## config.mk

```make
export PLATFORM = sky130hd
export DESIGN_NAME = instruction_fetch_stage
export DESIGN_NICKNAME = d
export VERILOG_FILES = /design/src/rtl/instruction_fetch_stage.sv
export SDC_FILE = /design/constraint.sdc
export NUM_CORES = 1
export LEC_CHECK = 0
export CORE_MARGIN = 1.5
export CORE_UTILIZATION = 46
export DETAILED_ROUTE_END_ITERATION = 10
export HOLD_SLACK_MARGIN = 0.1
export PLACE_DENSITY = 0.92
export REMOVE_ABC_BUFFERS = 1
export SYNTH_ARGS = -nofsm -noshare
export SYNTH_HDL_FRONTEND = slang
export SYNTH_SLANG_ARGS = --single-unit
export TNS_END_PERCENT = 10
```

## constraint.sdc

```tcl
create_clock -name clk -period 3.7 [get_ports clk]
set_input_delay 0.74 -clock clk [delete_from_list [all_inputs] [get_ports clk]]
set_output_delay 0.74 -clock clk [all_outputs]
set_load 0.01 [all_outputs]
```

## src/rtl/instruction_fetch_stage.sv

```systemverilog
// Instruction fetch stage: PC register plus IF/ID pipeline register with redirect/stall/advance
// priority and a saturating stall counter.
module instruction_fetch_stage #(
  parameter int unsigned INSTR_WIDTH          = 16,
  parameter int unsigned INSTR_MEM_ADDR_WIDTH = 8
) (
  input  logic                            clk,
  input  logic                            rst_n,
  output logic [INSTR_MEM_ADDR_WIDTH-1:0] instr_mem_addr,
  input  logic [INSTR_WIDTH-1:0]          instr_mem_data,
  input  logic                            pipeline_stall_n,
  input  logic                            branch_taken,
  input  logic [INSTR_MEM_ADDR_WIDTH-1:0] branch_target,
  output logic [INSTR_WIDTH-1:0]          id_instr,
  output logic [INSTR_MEM_ADDR_WIDTH-1:0] id_pc,
  output logic                            id_valid,
  output logic [2:0]                      decoding_op_src1,
  output logic [2:0]                      decoding_op_src2,
  output logic [7:0]                      stall_count
);

  localparam logic [INSTR_MEM_ADDR_WIDTH-1:0] PcOne = INSTR_MEM_ADDR_WIDTH'(1);

  logic [INSTR_MEM_ADDR_WIDTH-1:0] pc_q, pc_d;
  logic [INSTR_WIDTH-1:0]          id_instr_q, id_instr_d;
  logic [INSTR_MEM_ADDR_WIDTH-1:0] id_pc_q, id_pc_d;
  logic                            id_valid_q, id_valid_d;
  logic [7:0]                      stall_count_q, stall_count_d;

  // Redirect beats stall beats advance; a redirect injects a bubble into IF/ID.
  always_comb begin
    pc_d          = pc_q;
    id_instr_d    = id_instr_q;
    id_pc_d       = id_pc_q;
    id_valid_d    = id_valid_q;
    stall_count_d = stall_count_q;
    if (branch_taken) begin
      pc_d       = branch_target;
      id_instr_d = '0;
      id_pc_d    = '0;
      id_valid_d = 1'b0;
    end else if (!pipeline_stall_n) begin
      if (stall_count_q != 8'hFF) begin
        stall_count_d = stall_count_q + 8'd1;
      end
    end else begin
      id_instr_d = instr_mem_data;
      id_pc_d    = pc_q;
      id_valid_d = 1'b1;
      pc_d       = pc_q + PcOne;
    end
  end

  always_ff @(posedge clk or negedge rst_n) begin
    if (!rst_n) begin
      pc_q          <= '0;
      id_instr_q    <= '0;
      id_pc_q       <= '0;
      id_valid_q    <= 1'b0;
      stall_count_q <= 8'h00;
    end else begin
      pc_q          <= pc_d;
      id_instr_q    <= id_instr_d;
      id_pc_q       <= id_pc_d;
      id_valid_q    <= id_valid_d;
      stall_count_q <= stall_count_d;
    end
  end

  assign instr_mem_addr   = pc_q;
  assign id_instr         = id_instr_q;
  assign id_pc            = id_pc_q;
  assign id_valid         = id_valid_q;
  assign stall_count      = stall_count_q;
  assign decoding_op_src1 = id_valid_q ? id_instr_q[8:6] : 3'b000;
  assign decoding_op_src2 = id_valid_q ? id_instr_q[5:3] : 3'b000;

endmodule

```

Word level (Yosys, flattened, before mapping)
Index checks and enable logic that the tools add are counted.
- input port bits: 28
- register bits: 41
- word-level logic and storage cells: 22
- output and inout bits: 47
- eq/ne operators: 1
- $add $sub $neg: 2
- bitwise logic cells: 2
- muxes and demuxes: 10
- reduce and logical (&&, ||, !) cells: 2
- operator list (operator ; number):
    two-way mux 16 bit ; 2
    two-way mux 8 bit ; 4
    adder 8 x 1 -> 8 bit (second input constant) ; 2
    inequality test 8 bit (second input constant) ; 1
    two-way mux 3 bit ; 2
    AND reduction 3 bit ; 1
    two-way mux 1 bit ; 2
    NOT 1 bit ; 2
    nonzero test 2 bit ; 1

Logic depth before layout (Yosys ltp)
Gate-level depths: netlist of the first run.
- word-level depth: 3
- depth in mapped cells: 5
- depth with buffers taken out: 4

Least setup slack after synthesis of the first run
Ideal clock, no wire load.
- path kind: input-to-reg
- start: input port pipeline_stall_n
- end: register stall_count_q[7] (netlist: stall_count[7])
- stages: 4
- path buffers: 1
- data arrival time: 1.542 ns
- library setup time: 0.125 ns
- slack: 2.033 ns
- required time: 3.575 ns
- cell sequence: buf_4 and4bb_2 nand4_1 mux2_2
- longest elaborated chain between the ends: 2
- RTL lines (item ; RTL line ; text):
    from (decl) ; 11 ; input logic pipeline_stall_n,
    NOT 1 bit (no source line) ; - ;
    AND reduction 3 bit (no source line) ; - ;
    to (signal assigned) ; 66 ; stall_count_q <= stall_count_d;
    to (decl) ; 28 ; logic [7:0] stall_count_q, stall_count_d;
Every way passes these cells.
A chain may end at the register's enable or synchronous reset.

Worst setup path after layout of the first run
- start: register id_valid_q (netlist: id_valid)
- end: output port decoding_op_src2[0]
- longest elaborated chain between the ends: 1
- RTL lines (item ; RTL line ; text):
    from (decl) ; 27 ; logic id_valid_q, id_valid_d;
    from (signal assigned) ; 65 ; id_valid_q <= id_valid_d;
    two-way mux 3 bit ; 76 ; assign decoding_op_src2 = id_valid_q ? id_instr_q[5:3] : 3'b000;
    to (decl) ; 18 ; output logic [2:0] decoding_op_src2,
Every way passes these cells.

==> results of run 1 <==
## layer usage
layer / global-route usage / share of wire / vias to the layer above
met5: 0 / 0 / -
met4: 0.06122 / 0.014 / 0
met1: 0.2762 / 0.44 / 729
li1: - / - / 736
met3: 0.05743 / 0.072 / 6
met2: 0.3188 / 0.47 / 55
## how the worst min path moves through the flow
stage | from | endpoint | slack [ns] | cells past startpoint
after CTS | id_instr[14]$_DFFE_PN0P_ | id_instr[14]$_DFFE_PN0P_ | 0.53 | 2
after floorplan | rst_n | id_instr[0]$_DFFE_PN0P_ | 0.44 | 0
after global routing | id_pc[5]$_DFFE_PN0P_ | id_pc[5]$_DFFE_PN0P_ | 0.56 | 2
final | id_instr[14]$_DFFE_PN0P_ | id_instr[14]$_DFFE_PN0P_ | 0.53 | 2
after global placement | id_instr[14]$_DFFE_PN0P_ | id_instr[14]$_DFFE_PN0P_ | 0.50 | 2
after detailed placement | id_instr[14]$_DFFE_PN0P_ | id_instr[14]$_DFFE_PN0P_ | 0.51 | 2
## critical path, cell delays in order, from the launching register on
cell and delay, ns:
dfrtp_1 0.46, and2_1 0.15, clkdlybuf4s50_1 0.53
## power groups by stage
stage               logic, uW  clock network [uW]  registers, uW
detailed placement        323                   0            583
global route              349                 399            589
finish                    320                 374            580
floorplan                 103                   0            601
global placement          315                   0            584
CTS                       324                 376            578
## synth_stat cells, types with 3 or more instances
| master | instances | area, sq um |
|---|---|---|
| mux2i_1 | 24 | 240.2 |
| nor2_1 | 29 | 108.9 |
| mux2_2 | 4 | 45.04 |
| xor2_1 | 3 | 26.28 |
| clkbuf_1 | 3 | 11.26 |
| buf_4 | 3 | 22.52 |
| xnor2_1 | 4 | 35.03 |
| nand4_1 | 8 | 50.05 |
| o21ai_0 | 6 | 30.03 |
| nand2_1 | 12 | 45.04 |
| nand3_1 | 3 | 15.01 |
| dfrtp_1 | 41 | 1026 |
| and2_1 | 6 | 37.54 |
## sequential cells by signal, indices dropped and copies added, names as in the netlist
name,cells
id_pc,8
stall_count,8
id_instr,16
instr_mem_addr,8
id_valid,1
## stage by stage
step	area, sq um	utilization	cells
after floorplan	1815	-	160
after global placement	2629	0.6971	285
after detailed placement	2629	0.6971	285
after CTS	2745	0.7279	293
after global routing	2745	0.7279	293
final	2745	0.7279	293
## layout make-up
cell class	count	area share
Clock buffer	7	0.03145
Tap cell	48	0.02188
Clock inverter	1	0.01094
Timing Repair Buffer	77	0.2744
Sequential cell	41	0.3737
Inverter	1	0.001367
Multi-Input combinational cell	118	0.2862
## logic make-up (layout without fill, tap and decap cells)
group,Yosys count,in the layout
multiplexers,28,28
adder cells (fa/ha/maj),2,2
AND/OR/NAND/NOR,66,66
buffers and inverters,9,86
flip-flops,41,41
AO/OA/AOI/OAI,15,15
XOR/XNOR,7,7
==> flow_summary.yaml, run 1 <==
critical_path:
  end_kind: "primary output"
  path_class: "reg2out"
  cp.arrival_ns: 1.43
  r2r-end: "stall_count[1]$_DFFE_PN0P_"
  rr_worst_depth: 4
  required_ns: 2.96
  regToRegSetupSlack_ns: 1.97
  reg2reg_from: "stall_count[0]$_DFFE_PN0P_"
  critPathCapture: "decoding_op_src2[0]"
  start_kind: "flop"
  crit_fanout: 8
  worstSetupStartpoint: "id_valid$_DFFE_PN0P_"
logic_synthesis:
  synth_top_family_by_area: "simple AND/OR/NAND/NOR gates"
  synth_cell_types: 29
  synthMuxAreaShare: 0.1534
  synthesis.area_sq_um: 1859
  ys_ff_latch: 41
  syn_inst: 168
  ys_warn_count: 0
  synth-edff-count: 0
  synth-simple-area-share: 0.1689
  yosysSeqAreaShare: 0.5518
  synth_compound_area_frac: 0.05384
  async_reset_ff_frac: 1.000
  yosys.area_share.adder: 0.01346
  synth.avg_cell_area_sq_um: 11.07
  synth_xor_area_frac: 0.03297
  ys.flop_type: "dfrtp_1"
die:
  die_w_um: 66.58
  initial_core_util: 0.4930
  io_pins: 75
  row_count: 22
  die_h_um: 66.58
  dieArea_sq_um: 4432
  core_sq_um: 3771
drt:
  drtPass1Iterations: 4
  wl_per_cell_um: 13.98
  first_iter_violations: 89
  vias_per_cell: 5.208
  num_vias: 1526
  drcViolationCount: 0
  ant_nets: 0
  totalWireLength_um: 4097
clock_network:
  numCtsBuffers: 5
  h-tree-depth: 2
  insertion_delay_ns: 0.29
  root_buffer: "clkbuf_8"
  ctsLongestPathBuffers: 2
  cts_tree: "yes"
  path_clk_slew_ns: 0.08
  postCtsSetupBuffers: 0
  cts_hold_buffers: 0
  cts_resized: 0
  cts_sinks: 41
power_and_ir_drop:
  vdd_drop_max_v: 0.0004426
  power_uw: 1273
  p_leak_uw: 0.001216
  switching_share: 0.2811
  p_sw_uw: 357.9
  p_int_uw: 915.2
  powerDensity_nw_per_um2: 463.8
  p_comb_frac: 0.251
  pwr-share-seq: 0.455
  power_frac_clock: 0.293
layout:
  mostFrequentLayoutCell: "clkdlybuf4s50_1"
  layout_common_cells: "clkdlybuf4s50_1, dfrtp_1, nor2_1"
  areaGrowthSynthToFinish_pct: 47.64
  antenna_cells: 0
  multi_input_area_sq_um: 785.8
  ff_latch_area_sq_um: 1026
  fin_nets: 274
  fill_cells: 283
  layout-drive-gt1-share: 0.07347
global_routing:
  grt_pass1_vias: 1448
  grtUsageTotal: 0.2039
  grt_max_degree: 42
  grt_overflow: 0
  grt_pass1_wl_um: 6755
  antenna_found_initial: 0
timing:
  maxSlewHeadroom: 0.4143
  rsz0062_at_grt: "no"
  fin_tns_setup_ns: 0
  tightest_slew_ns: 0.8786
  min_period_over_period: 0.5867
  clock_skew_ns: 0.006052
  holdWs_ns: 0.5264
  drv_slew: 0
  finalSetupViolations: 0
  fin_crit_ns: 2.171
  final_hold_viol_count: 0
  setup_ws_ns: 1.529
  clock.fmax_ghz: 0.4607
place:
  dp_hpwl_um: 2913
  pre_cts_ws_ns: 1.340
  finalWeightedCongestion: 0.8041
  portBuffers: 74
worst_hold_path:
  worstHoldPathType: "reg2reg"
job:
  maxCapViolCount: 0
outcome:
  status: "completed"
No activity file was read; power rests on OpenSTA's default activity.
==> inputs of run 2 (changes only) <==
Settings changed: CORE_UTILIZATION 46 to 39, PLACE_DENSITY 0.92 to 0.83.
Clock period 3.7 ns to 1.9 ns, I/O delays scaled along.
==> flow_summary.yaml, run 2 (synthesis gave the netlist of run 1 again) <==
outcome:
  status: "completed"
clock_network:
  postCtsSetupBuffers: 0
  cts_sinks: 41
  numCtsBuffers: 5
  root_buffer: "clkbuf_8"
  path_clk_slew_ns: 0.08
  h-tree-depth: 2
  cts_tree: "yes"
  insertion_delay_ns: 0.29
  ctsLongestPathBuffers: 2
layout:
  largest_reg_flops: 16
  final_util: 0.6205
  areaGrowthSynthToFinish_pct: 49.33
  mostFrequentLayoutCell: "clkdlybuf4s50_1"
  antenna_cells: 0
  fin_nets: 277
  fill_cells: 390
  layout_common_cells: "clkdlybuf4s50_1, dfrtp_1, nor2_1"
  layout-drive-gt1-share: 0.08468
drt:
  wl_per_cell_um: 13.51
  totalWireLength_um: 4054
  ant_nets: 0
  first_iter_violations: 74
  drcViolationCount: 0
  num_vias: 1530
  vias_per_cell: 5.100
  drtPass1Iterations: 4
critical_path:
  rr_worst_depth: 4
  required_ns: 1.52
  cp.arrival_ns: 1.37
  end_kind: "primary output"
  start_kind: "flop"
  crit_fanout: 8
  path_class: "reg2out"
timing:
  fin_crit_ns: 1.746
  rsz0062_at_grt: "no"
  clock.fmax_ghz: 0.5726
  final_hold_viol_count: 0
  fin_tns_setup_ns: 0
  setup_ws_ns: 0.1537
  finalSetupViolations: 0
  tightest_slew_ns: 0.4604
  maxSlewHeadroom: 0.6931
  min_period_over_period: 0.9191
  clock_skew_ns: 0.006902
  drv_slew: 0
global_routing:
  grtUsageTotal: 0.1740
  grt_max_degree: 24
  grt_overflow: 0
  antenna_found_initial: 0
  grt_pass1_vias: 1454
  grt_pass1_wl_um: 6962
die:
  dieArea_sq_um: 5190
  die_h_um: 72.05
  core_sq_um: 4474
  initial_core_util: 0.4155
  io_pins: 75
  die_w_um: 72.05
  row_count: 24
power_and_ir_drop:
  vdd_drop_max_v: 0.0005296
  power_frac_clock: 0.289
  switching_share: 0.2760
  powerDensity_nw_per_um2: 888.8
  p_leak_uw: 0.001229
  p_int_uw: 1787
  p_sw_uw: 681.1
  p_comb_frac: 0.255
  power_uw: 2468
  pwr-share-seq: 0.456
place:
  portBuffers: 74
  finalWeightedCongestion: 0.7858
  dp_hpwl_um: 3032
  pre_cts_ws_ns: 0.1249
worst_hold_path:
  worstHoldPathType: "in2reg"
  hold_depth: 3
job:
  maxCapViolCount: 0
[run 2: cell types whose count changed in the layout (fill, tap and decap cells not counted), sizes merged]
cell         before  now
buf               5    7
dlygate4sd3       0    1
[run 2: through the flow]
stage	area, sq um	hold slack (ns)	instances
after global routing	2776	0.4604	300
after floorplan	1815	0.08441	160
after global placement	2649	0.3526	291
after CTS	2775	0.4530	300
final	2776	0.4602	300
after detailed placement	2649	0.3605	291
[run 2: path summary, 6_finish.rpt]
kind / to / slack, ns / start
max: decoding_op_src1[0] / 0.15 / id_valid$_DFFE_PN0P_
min: id_pc[2]$_DFFE_PN0P_ / 0.46 / pipeline_stall_n
max reg2reg: stall_count[1]$_DFFE_PN0P_ / 0.20 / stall_count[0]$_DFFE_PN0P_
min reg2reg: id_pc[6]$_DFFE_PN0P_ / 0.52 / id_pc[6]$_DFFE_PN0P_
max in group asynchronous: id_instr[13]$_DFFE_PN0P_ / 0.68 / rst_n
min in group asynchronous: id_pc[7]$_DFFE_PN0P_ / 0.57 / rst_n
[run 2: repair_timing]
item                                    in CTS  in global routing
endpoints found under the setup margin       0                  4
gates resized for setup                      0                  1
hold endpoints to repair                    20                  0
hold buffers                                 1                  0
[run 2: area by class of cell]
cell class                      instances  area [sq um]  area share
Clock inverter                          1         30.03     0.01082
Timing Repair Buffer                   80         778.2      0.2803
Sequential cell                        41          1027      0.3700
Multi-Input combinational cell        118         785.8      0.2830
Clock buffer                            7         86.33     0.03110
Tap cell                               52         65.06     0.02343
Inverter                                1         3.754    0.001352
[run 2: power groups by stage]
stage | logic [uW] | clock network [uW] | registers [uW]
3_3_place_gp | 623 | 0 | 1130
4_1_cts | 640 | 738 | 1120
3_5_place_dp | 636 | 0 | 1140
6_report | 629 | 713 | 1130
2_1_floorplan | 200 | 0 | 1170
5_1_grt | 689 | 781 | 1150
[run 2: critical path: stages, from the launching register on]
cell and delay (ns):
dfrtp_2 0.42, and2_1 0.14, clkdlybuf4s50_1 0.53
[run 2: routing by layer]
metal  track usage  routed length [um]
met5             0                   0
met4       0.05660                  52
met3       0.06389                 339
met2        0.2603                1793
met1        0.2356                1869
==> inputs of run 3 (changes only) <==
Settings changed: CORE_UTILIZATION 39 to 25, PLACE_DENSITY 0.83 to 0.6.
==> flow_summary.yaml, run 3 (synthesis gave the netlist of run 1 again) <==
critical_path:
  reg2reg_from: "stall_count[0]$_DFFE_PN0P_"
  worstSetupStartpoint: "id_valid$_DFFE_PN0P_"
  required_ns: 1.52
  cp_cell_sequence: "and2_1 > clkdlybuf4s50_1"
  crit_buf_inv: 1
  critPathMaxStageDelay_ns: 0.53
  path_class: "reg2out"
  start_kind: "flop"
  worst-path-stages: 2
  crit_fanout: 8
  crit_slowest_cell: "clkdlybuf4s50_1"
  r2r-end: "stall_count[1]$_DFFE_PN0P_"
  cp.arrival_ns: 1.39
  rr_worst_depth: 4
  crit_family: "buffers and inverters"
  end_kind: "primary output"
  regToRegSetupSlack_ns: 0.17
die:
  die_w_um: 89.24
  dieArea_sq_um: 7964
  core_sq_um: 7214
  initial_core_util: 0.2577
  die_h_um: 89.24
  io_pins: 75
  row_count: 31
timing:
  fin_tns_setup_ns: 0
  finalSetupViolations: 0
  clock.fmax_ghz: 0.5650
  rsz0062_at_grt: "no"
  min_period_over_period: 0.9316
  tightest_slew_ns: 0.5044
  drv_slew: 0
  fin_crit_ns: 1.770
  maxSlewHeadroom: 0.6637
  final_hold_viol_count: 0
  holdWs_ns: 0.4524
  clock_skew_ns: 0.01214
power_and_ir_drop:
  vdd_drop_max_v: 0.0004929
  p_leak_uw: 0.001229
  powerDensity_nw_per_um2: 862.2
job:
  maxCapViolCount: 0
worst_hold_path:
  min-delay-start: "pipeline_stall_n"
  hold_depth: 3
  hold_end: "id_pc[2]$_DFFE_PN0P_"
  worstHoldPathType: "in2reg"
clock_network:
  root_buffer: "clkbuf_8"
  path_clk_slew_ns: 0.08
  cts_sinks: 41
  insertion_delay_ns: 0.30
  cts_tree: "yes"
  postCtsSetupBuffers: 0
  numCtsBuffers: 5
  ctsLongestPathBuffers: 2
  h-tree-depth: 2
layout:
  instances_no_fill: 346
  fin_nets: 277
  antenna_cells: 0
  layout_common_cells: "clkdlybuf4s50_1, dfrtp_1, nor2_1"
  largest_reg_flops: 16
  final_area_sq_um: 2835
  layout-drive-gt1-share: 0.08502
  mostFrequentLayoutCell: "clkdlybuf4s50_1"
  areaGrowthSynthToFinish_pct: 52.49
place:
  finalWeightedCongestion: 0.7599
  dp_cells: 338
  place_area_sq_um: 2720
  dp_hpwl_um: 3301
  portBuffers: 74
drt:
  totalWireLength_um: 4504
  vias_per_cell: 4.408
  first_iter_violations: 75
  wl_per_cell_um: 13.02
  num_vias: 1525
  drcViolationCount: 0
  drtPass1Iterations: 4
  ant_nets: 0
global_routing:
  grtUsageTotal: 0.1163
  grt_pass1_vias: 1452
  grt_overflow: 0
  grt_pass1_wl_um: 6969
  antenna_found_initial: 0
  grt_max_degree: 24
outcome:
  status: "completed"
==> run 3: cell types whose count changed in the layout (fill, tap and decap cells not counted) <==
cell / before / now
clkbuf_1: 1 / 0
clkinv_2: 0 / 1
buf_4: 5 / 4
buf_12: 0 / 1
clkbuf_8: 6 / 5
==> run 3: per-layer routing <==
layer	routed length, um	GRT usage
met3	266	0.03693
met4	43	0.02937
met1	2033	0.1527
met5	0	0
met2	2161	0.1866
==> run 3: worst max path at each step <==
stage / to / slack, ns
after CTS: decoding_op_src2[0] / 0.03
after global routing: decoding_op_src2[0] / 0.05
after detailed placement: instr_mem_addr[5]$_DFFE_PN0P_ / 0.08
after global placement: instr_mem_addr[5]$_DFFE_PN0P_ / 0.11
final: decoding_op_src2[0] / 0.13
after floorplan: stall_count[1]$_DFFE_PN0P_ / 0.30
==> run 3: metrics by stage <==
step	worst slack (ns)	utilization	power, uW
3_5_place_dp	0.07952	0.3770	1778
4_1_cts	0.03357	0.3928	2481
6_report	0.1300	0.3930	2444
3_3_place_gp	0.1106	0.3770	1769
2_1_floorplan	0.2976	-	1369
5_1_grt	0.04528	0.3930	2580
==> run 3: report_power, final <==
group	total (uW)	internal, uW	switching (uW)
combinational	634	375	259
sequential	1120	986	134
clock	690	382	308
==> run 3: layout make-up <==
class | instances | area, sq um
Clock buffer | 5 | 68.82
Tap cell | 99 | 123.9
Clock inverter | 2 | 35.03
Timing Repair Buffer | 80 | 790.8
Fill cell | 733 | 4379
Inverter | 1 | 3.754
Sequential cell | 41 | 1027
Multi-Input combinational cell | 118 | 785.8
==> run 3: what timing repair did <==
action | 4_1_cts | 5_1_grt
hold buffers | 1 | 0
setup endpoints to repair | 0 | 6
endpoints found under the hold margin | 20 | 0
gates resized for setup | 0 | 1
==> run 3: worst reg2reg max path: stages, from the launching register on <==
cell and delay [ns]:
dfrtp_1 0.42, ha_1 0.29, nand4_1 0.19, o21ai_0 0.34
mux2_2 0.38
